`src/rtl/dcache_pkg.sv`:
```
// dcache_pkg -- shared types and constants for the direct-mapped data cache
// controller.
//   state_e          : controller FSM states
//   TAG_W / IDX_W    : default tag and index widths (32 lines of 32 bytes)
//   LINE_W / WORD_W  : cache line and CPU word widths
//   *_LSB constants  : bit positions of the address fields
package dcache_pkg;

  localparam int TAG_W    = 22;
  localparam int IDX_W    = 5;
  localparam int LINE_W   = 256;
  localparam int WORD_W   = 32;
  localparam int WSEL_W   = 3;   // word select inside a line
  localparam int OFF_W    = 5;   // byte offset inside a line

  localparam int WORD_LSB = 2;
  localparam int IDX_LSB  = OFF_W;
  localparam int TAG_LSB  = OFF_W + IDX_W;

  typedef enum logic [1:0] {
    S_IDLE        = 2'd0,
    S_WRITEBACK   = 2'd1,
    S_ALLOCATE    = 2'd2,
    S_REFILL_DONE = 2'd3
  } state_e;

endpackage

```
`src/rtl/dcache_word_merge.sv`:
```
// dcache_word_merge -- combinational insert of one 32-bit word into a line.
//   line_i : original cache line
//   sel_i  : word position within the line
//   word_i : word to insert
//   line_o : line with the selected word replaced
module dcache_word_merge
  import dcache_pkg::*;
(
  input  logic [LINE_W-1:0] line_i,
  input  logic [WSEL_W-1:0] sel_i,
  input  logic [WORD_W-1:0] word_i,
  output logic [LINE_W-1:0] line_o
);

  for (genvar gi = 0; gi < LINE_W / WORD_W; gi++) begin : g_word
    assign line_o[gi*WORD_W +: WORD_W] =
      (sel_i == WSEL_W'(gi)) ? word_i : line_i[gi*WORD_W +: WORD_W];
  end

endmodule

```
`src/rtl/dcache_ctrl.sv`:
```
// dcache_ctrl -- write-back, write-allocate, direct-mapped data cache
// controller. The tag/data SRAM lives outside; it is read combinationally
// at the index of cpu_addr_i and written on the clock edge when sram_we_o=1.
//   clk_i, rst_i                : clock, asynchronous active-high reset
//   cpu_req_i/we_i/addr_i/wdata_i, cpu_rdata_o, stall_o : CPU side
//   sram_*_i                    : SRAM entry at the current index
//   sram_we_o, sram_*_o         : SRAM write port (same index)
//   mem_enable_o/write_o/addr_o/data_o, mem_data_i, mem_ack_i : line memory
//   hit_cnt_o, miss_cnt_o       : only when DCACHE_PERF_CNT_EN is defined
// Optional feature macro: DCACHE_PERF_CNT_EN (saturating hit/miss counters).
module dcache_ctrl #(
  parameter int TAG_W = dcache_pkg::TAG_W,
  parameter int IDX_W = dcache_pkg::IDX_W
) (
  input  logic                          clk_i,
  input  logic                          rst_i,
  input  logic                          cpu_req_i,
  input  logic                          cpu_we_i,
  input  logic [31:0]                   cpu_addr_i,
  input  logic [31:0]                   cpu_wdata_i,
  output logic [31:0]                   cpu_rdata_o,
  output logic                          stall_o,
  input  logic                          sram_valid_i,
  input  logic                          sram_dirty_i,
  input  logic [TAG_W-1:0]              sram_tag_i,
  input  logic [dcache_pkg::LINE_W-1:0] sram_line_i,
  output logic                          sram_we_o,
  output logic                          sram_valid_o,
  output logic                          sram_dirty_o,
  output logic [TAG_W-1:0]              sram_tag_o,
  output logic [dcache_pkg::LINE_W-1:0] sram_line_o,
  output logic                          mem_enable_o,
  output logic                          mem_write_o,
  output logic [31:0]                   mem_addr_o,
  output logic [dcache_pkg::LINE_W-1:0] mem_data_o,
  input  logic [dcache_pkg::LINE_W-1:0] mem_data_i,
  input  logic                          mem_ack_i
`ifdef DCACHE_PERF_CNT_EN
  ,
  output logic [31:0]                   hit_cnt_o,
  output logic [31:0]                   miss_cnt_o
`endif
);
  import dcache_pkg::*;

  // Address fields; the low two bits select a byte and are not used.
  logic [TAG_W-1:0]  tag;
  logic [IDX_W-1:0]  idx;
  logic [WSEL_W-1:0] wsel;
  logic [1:0]        unused_byte_off;

  assign tag             = cpu_addr_i[31 -: TAG_W];
  assign idx             = cpu_addr_i[OFF_W +: IDX_W];
  assign wsel            = cpu_addr_i[WORD_LSB +: WSEL_W];
  assign unused_byte_off = cpu_addr_i[1:0];

  state_e state_q;
  logic   hit;
  logic   in_idle;
  logic   [LINE_W-1:0] merged_line;

  assign in_idle = (state_q == S_IDLE);
  assign hit     = cpu_req_i & sram_valid_i & (sram_tag_i == tag);

  dcache_word_merge u_merge (
    .line_i (sram_line_i),
    .sel_i  (wsel),
    .word_i (cpu_wdata_i),
    .line_o (merged_line)
  );

  // ---------------------------------------------------------------------
  // CPU side: loads hit with zero added latency; a miss stalls in the same
  // cycle it is presented.
  // ---------------------------------------------------------------------
  assign cpu_rdata_o = sram_line_i[{wsel, 5'b0} +: WORD_W];
  assign stall_o     = !in_idle | (cpu_req_i & !hit);

  // ---------------------------------------------------------------------
  // Memory side: address comes from the victim tag during writeback and
  // from the requested tag during allocation.
  // ---------------------------------------------------------------------
  assign mem_enable_o = (state_q == S_WRITEBACK) | (state_q == S_ALLOCATE);
  assign mem_write_o  = (state_q == S_WRITEBACK);
  assign mem_addr_o   = (state_q == S_WRITEBACK) ? {sram_tag_i, idx, 5'b0}
                                                 : {tag, idx, 5'b0};
  assign mem_data_o   = sram_line_i;

  // ---------------------------------------------------------------------
  // SRAM write port: store hit merges a word and marks the line dirty; a
  // refill writes the fetched line clean under the new tag.
  // ---------------------------------------------------------------------
  always_comb begin
    sram_we_o    = 1'b0;
    sram_valid_o = 1'b1;
    sram_dirty_o = 1'b1;
    sram_tag_o   = sram_tag_i;
    sram_line_o  = merged_line;
    if (in_idle) begin
      // Reset forces IDLE, so the store-hit path is the only write that
      // needs explicit gating while rst_i is high.
      sram_we_o = hit & cpu_we_i & !rst_i;
    end else if (state_q == S_ALLOCATE && mem_ack_i) begin
      sram_we_o    = 1'b1;
      sram_dirty_o = 1'b0;
      sram_tag_o   = tag;
      sram_line_o  = mem_data_i;
    end
  end

  // ---------------------------------------------------------------------
  // Controller FSM
  // ---------------------------------------------------------------------
  always_ff @(posedge clk_i or posedge rst_i) begin
    if (rst_i) begin
      state_q <= S_IDLE;
    end else begin
      case (state_q)
        S_IDLE: begin
          if (cpu_req_i && !hit) begin
            state_q <= (sram_valid_i && sram_dirty_i) ? S_WRITEBACK : S_ALLOCATE;
          end
        end
        S_WRITEBACK: begin
          if (mem_ack_i) state_q <= S_ALLOCATE;
        end
        S_ALLOCATE: begin
          if (mem_ack_i) state_q <= S_REFILL_DONE;
        end
        default: state_q <= S_IDLE;   // REFILL_DONE lasts one cycle
      endcase
    end
  end

`ifdef DCACHE_PERF_CNT_EN
  // The replayed access right after a refill hits by construction and is
  // already accounted for as a miss, so it is excluded from the hit count.
  logic [31:0] hit_cnt_q, hit_cnt_d;
  logic [31:0] miss_cnt_q, miss_cnt_d;
  logic        after_refill_q;
  logic        count_hit, count_miss;

  assign count_hit  = in_idle & hit & !after_refill_q;
  assign count_miss = in_idle & cpu_req_i & !hit;

  always_comb begin
    hit_cnt_d  = hit_cnt_q;
    miss_cnt_d = miss_cnt_q;
    if (count_hit && hit_cnt_q != '1)   hit_cnt_d  = hit_cnt_q + 32'd1;
    if (count_miss && miss_cnt_q != '1) miss_cnt_d = miss_cnt_q + 32'd1;
  end

  always_ff @(posedge clk_i or posedge rst_i) begin
    if (rst_i) begin
      hit_cnt_q      <= '0;
      miss_cnt_q     <= '0;
      after_refill_q <= 1'b0;
    end else begin
      hit_cnt_q      <= hit_cnt_d;
      miss_cnt_q     <= miss_cnt_d;
      after_refill_q <= (state_q == S_REFILL_DONE);
    end
  end

  assign hit_cnt_o  = hit_cnt_q;
  assign miss_cnt_o = miss_cnt_q;
`endif

endmodule
```
`config.mk`:
```
export PLATFORM = sky130hd
export DESIGN_NAME = dcache_ctrl
export DESIGN_NICKNAME = d
export VERILOG_FILES = /design/src/rtl/dcache_pkg.sv /design/src/rtl/dcache_word_merge.sv /design/src/rtl/dcache_ctrl.sv
export SDC_FILE = /design/constraint.sdc
export NUM_CORES = 1
export LEC_CHECK = 0
export BUFFER_PORTS_ARGS = -buffer_cell sky130_fd_sc_hd__buf_2
export CAP_MARGIN = 20
export CORE_AREA = 5 5 474 476
export CTS_CLUSTER_SIZE = 16
export DETAILED_ROUTE_END_ITERATION = 10
export DIE_AREA = 0 0 479 481
export PLACE_DENSITY = 0.3
export REMOVE_ABC_BUFFERS = 1
export SETUP_SLACK_MARGIN = 0.15
export SYNTH_ARGS = -nofsm -noshare
export SYNTH_HDL_FRONTEND = slang
export SYNTH_SLANG_ARGS = --single-unit
```
`constraint.sdc`:
```
create_clock -name clk_i -period 3.4 [get_ports clk_i]
set_input_delay 0 -clock clk_i [delete_from_list [all_inputs] [get_ports clk_i]]
set_output_delay 0 -clock clk_i [all_outputs]
set_load 0.02 [all_outputs]
```
==> results by stage <==
Status:
- The flow ran to the end, and the final reports show no timing, DRC or antenna violations.

GRT:
- The largest net degree at the start of global routing is 94.
- Across every metal layer, demand over resource in global routing totals 0.170.
- For met1 alone, demand over resource in global routing was 0.181.
- For this run, global-route usage on met2 was measured as 0.296.
- Summed over all layers, the global routing overflow is 0.
- The first global-routing pass estimated between 200000 and 250000 µm of wire.
- The met3 usage in global routing is 0.101.
- The initial antenna violation count is ~210.
- The global routing stage identified its most utilized layer as met2.
- The number of global-route vias before repair came to between 15k and 20k.

Flow run:
- Max-cap violations in this run came to 0.

CTS:
- The root cell of the clock tree is clkbuf_16.
- In this run, post-CTS repair resized a total of 0 instances.
- Clock latency on the worst-skew pair, taken at its later pin, is ~220 ps.
- The post-CTS clock slew at the launch and capture registers of the worst setup and hold paths is around 30 ps.
- CTS built an H-tree with a depth of 1.
- The CTS tree is built.
- The buffer levels on the longest clock path is 2.
- The number of sinks handled by clock tree synthesis is 2.
- The total CTS buffers is 3.

Worst setup path:
- The required arrival time at the worst endpoint is 3400 ps.
- The sort of element at the end of the critical path is a primary output.
- Among all stages on the critical path, the largest delay is contributed by o21ai_0.
- The startpoint kind of the worst setup timing path is a flip-flop.
- The largest fanout on the critical path is a little over 70.
- The buffers plus inverters on the worst setup path is 6.
- The cell with the most instances on the worst path is buf_4.
- The kind of critical path is flip-flop to primary output.
- Traced cell by cell, the critical path runs through inv_1 > ha_1 > inv_2 > and3_4 > buf_4 > buf_4 > buf_12 > o21ai_0 > buf_2.
- The number of cells on the worst reg-to-reg path is 7.
- The kind of cell with the highest combined delay along the critical path is buffers and inverters.
- The critical path crosses 9 cells after its start point.
- For the worst setup path, the data arrival time is about 2900 ps.
- The stage delay of the slowest cell on the critical path is about 700 ps.

Final layout:
- The post-route non-filler standard cell count is between 5k and 6k.
- Leaving out fill and tap cells, the most frequent cells in the layout are buf_2, nand2_1, mux2i_1.
- The number of flip-flops in the largest register is 2.
- The filler cells instantiated in the layout total between 20k and 30k.
- The fraction of layout instances using a drive strength above 1 is 0.603.
- The most common library cell in the layout ignoring fill and taps is buf_2.
- The largest registers in the layout are state_q x2.
- The relative area change from synthesis to final layout is 72.7%.
- The most flop-heavy register is state_q.
- After the last flow step, the layout net total stands at 2888.
- The fraction of the core area covered by cells at the end of the flow is 0.0820.

Drt:
- The total wirelength of the detailed-routed design is between 200000 and 250000 µm.
- The first detailed-routing pass took 5 iterations.
- After detailed routing, the number of vias per cell comes to 3.05.
- In this run the remaining antenna-violating nets after routing total 0.
- The via count is around 16k.
- The count of routing violations after the opening detailed-route iteration is approximately 1.3k.
- For this run, design rule violations remaining after detail routing come to 0.
- The detailed-route wire length per cell is 39.7 µm.

Yosys:
- Averaged over all synthesized cells, the footprint is 7.28 µm².
- Counting flops and latches in the post-synthesis netlist gives 2.
- After synthesis the cells add up to 0.0105 mm².
- In the synthesized netlist the async set-or-reset flop fraction comes to 1.00.
- The number of enable flip-flop cells after synthesis is 0.
- The synthesized instance count is around 1.4k.
- Yosys attributes the largest share of cell area to mux2i_1, buf_4, mux4_2, nand2_1, o21ai_0.
- In this run, distinct cell masters in the synthesized netlist total 38.
- The synthesis warning total is 0.
- The prevailing post-synth register cell is dfrtp_1.
- The dominant cell type by area after synthesis is mux2i_1.
- The portion of synthesized cell area occupied by the leading cell type is 0.245.
- Of the synthesized area, sequential elements account for 0.00478.

STA:
- The worst pin sits at a relative slew slack of 0.448.
- The final number of hold-violating endpoints was 0.
- The time the worst path needs with I/O delays and setup is ~2900 ps.
- The setup clock skew after layout is around 1.8 ps.
- The worst path setup slack after routing is about 530 ps.
- The count of pins over their slew limit came to 0.
- Setup repair after global routing left no endpoint under its margin.
- The peak clock frequency supported by timing is around 350 MHz.
- The pin slew with the least headroom to its limit is 819 ps.
- Of the available clock period, the critical path in the final layout requires 0.844.
- The number of failing setup endpoints in the final timing report is 0.
- The worst hold-check slack is approximately 0.14 ps.

Floorplanning:
- In this run the vertical extent of the chip is between 400 and 500 µm.
- The area enclosed by the die boundary is about 0.23 mm².
- The standard-cell row count is around 170.
- After floorplanning, the core was sized to cover 0.221 mm².
- The die is around 480 µm wide.
- The initial core utilization is 0.0475.
- approximately 1.2k I/O pins were placed.

Power:
- The internal power of the cells totals between 2 and 2.5 mW.
- In this run the static leakage power is roughly 8 nW.
- VDD sags by at most roughly 440 µV.
- The power density normalized to cell area is between 400 and 500 mW/mm².
- Of the total power, the share spent switching nets is 0.738.
- The net switching component of the power is 6.17 mW.
- The share of total power dissipated in the clock network is 0.021.
- The power share of the sequential group is 0.007.
- Of the total power, combinational logic draws 0.972.

Hold path:
- The number of stages on the worst hold path is 0.
- The tightest min-delay check is of the primary input to primary output type.

Placement:
- At the end of routability-driven placement, the weighted congestion stood at between 0.9 and 1.
- Input and output buffers added on the ports amount to 1190.
- The setup slack after placement is around 450 ps.
- The sum of net half-perimeters after detailed placement is approximately 190000 µm.
- In this run, placement finished with an instance count of around 5.2k.
metal layers:
metal	wire (µm)	vias up
met5	748	-
met4	4890	114
met3	30700	342
met2	98200	1271
met1	73100	7712
li1	-	6491
Yosys cell counts, drive strengths merged, types with 2 or more instances:
| library cell | count |
|---|---|
| buf | 377 |
| dfrtp | 2 |
| nor2 | 2 |
| ha | 4 |
| nand2 | 327 |
| nor4 | 5 |
| nor3 | 4 |
| inv | 5 |
| clkbuf | 36 |
| nand3b | 3 |
| mux2 | 54 |
| conb | 2 |
| o21ai | 259 |
| a21oi | 2 |
| mux2i | 256 |
| nor3b | 3 |
| xor2 | 22 |
| mux4 | 64 |
power groups by stage:
| stage | clock network [mW] | registers, mW | logic, mW |
|---|---|---|---|
| after floorplan | 0 | 0.0507 | 2.96 |
| after global placement | 0 | 0.0540 | 8.48 |
| after detailed placement | 0 | 0.0538 | 8.45 |
| after CTS | 0.179 | 0.0536 | 8.48 |
| after global routing | 0.181 | 0.0563 | 8.78 |
| final | 0.177 | 0.0547 | 8.13 |
logic make-up after synthesis:
logic type / count (synthesis) / share of synthesized area
other: 2 / 0.000717
AO/OA/AOI/OAI: 269 / 0.131
AND/OR/NAND/NOR: 348 / 0.131
adder cells (fa/ha/maj): 4 / 0.00478
XOR/XNOR: 22 / 0.0184
multiplexers: 374 / 0.440
flip-flops: 2 / 0.00478
buffers and inverters: 418 / 0.269
final timing paths:
path                               start               end  slack, ps
max reg2reg                   state_q[1]        state_q[0]       1450
min in group asynchronous          rst_i        state_q[0]        200
min reg2reg                   state_q[0]        state_q[0]        600
max                           state_q[0]  sram_line_o[117]        530
min                        cpu_addr_i[5]     mem_addr_o[5]        0.1
max in group asynchronous          rst_i        state_q[1]       3080
what timing repair did:
action                     CTS  global route
hold buffers                 1             0
buffers inserted             0             3
setup endpoints to repair    0             2
hold endpoints to repair     2             0
final cells by class:
class | count | area (µm²) | share of cell area
Tap cell | 2887 | 3610 | 0.200
Antenna cell | 60 | 150 | 0.00830
Inverter | 5 | 18.8 | 0.00104
Sequential cell | 2 | 50.0 | 0.00277
Clock buffer | 3 | 75.1 | 0.00415
Timing Repair Buffer | 1244 | 6530 | 0.361
Multi-Input combinational cell | 1023 | 7650 | 0.423
worst reg2reg max path: stages, from the launching register on:
cell and delay (ps):
dfrtp_1 450, inv_1 120, ha_1 360, o21bai_1 320, nand2_1 130, a211oi_1 220
o21ai_0 120, o311a_1 130
per-stage QoR:
step	total power, mW	cell area [µm²]	setup TNS, ps
6_report	8.36	18100	0
3_5_place_dp	8.51	17800	0
3_3_place_gp	8.54	17800	0
4_1_cts	8.71	17900	0
2_1_floorplan	3.01	7690	-2142320
5_1_grt	9.01	18000	0
No activity file was read; power rests on OpenSTA's default activity.
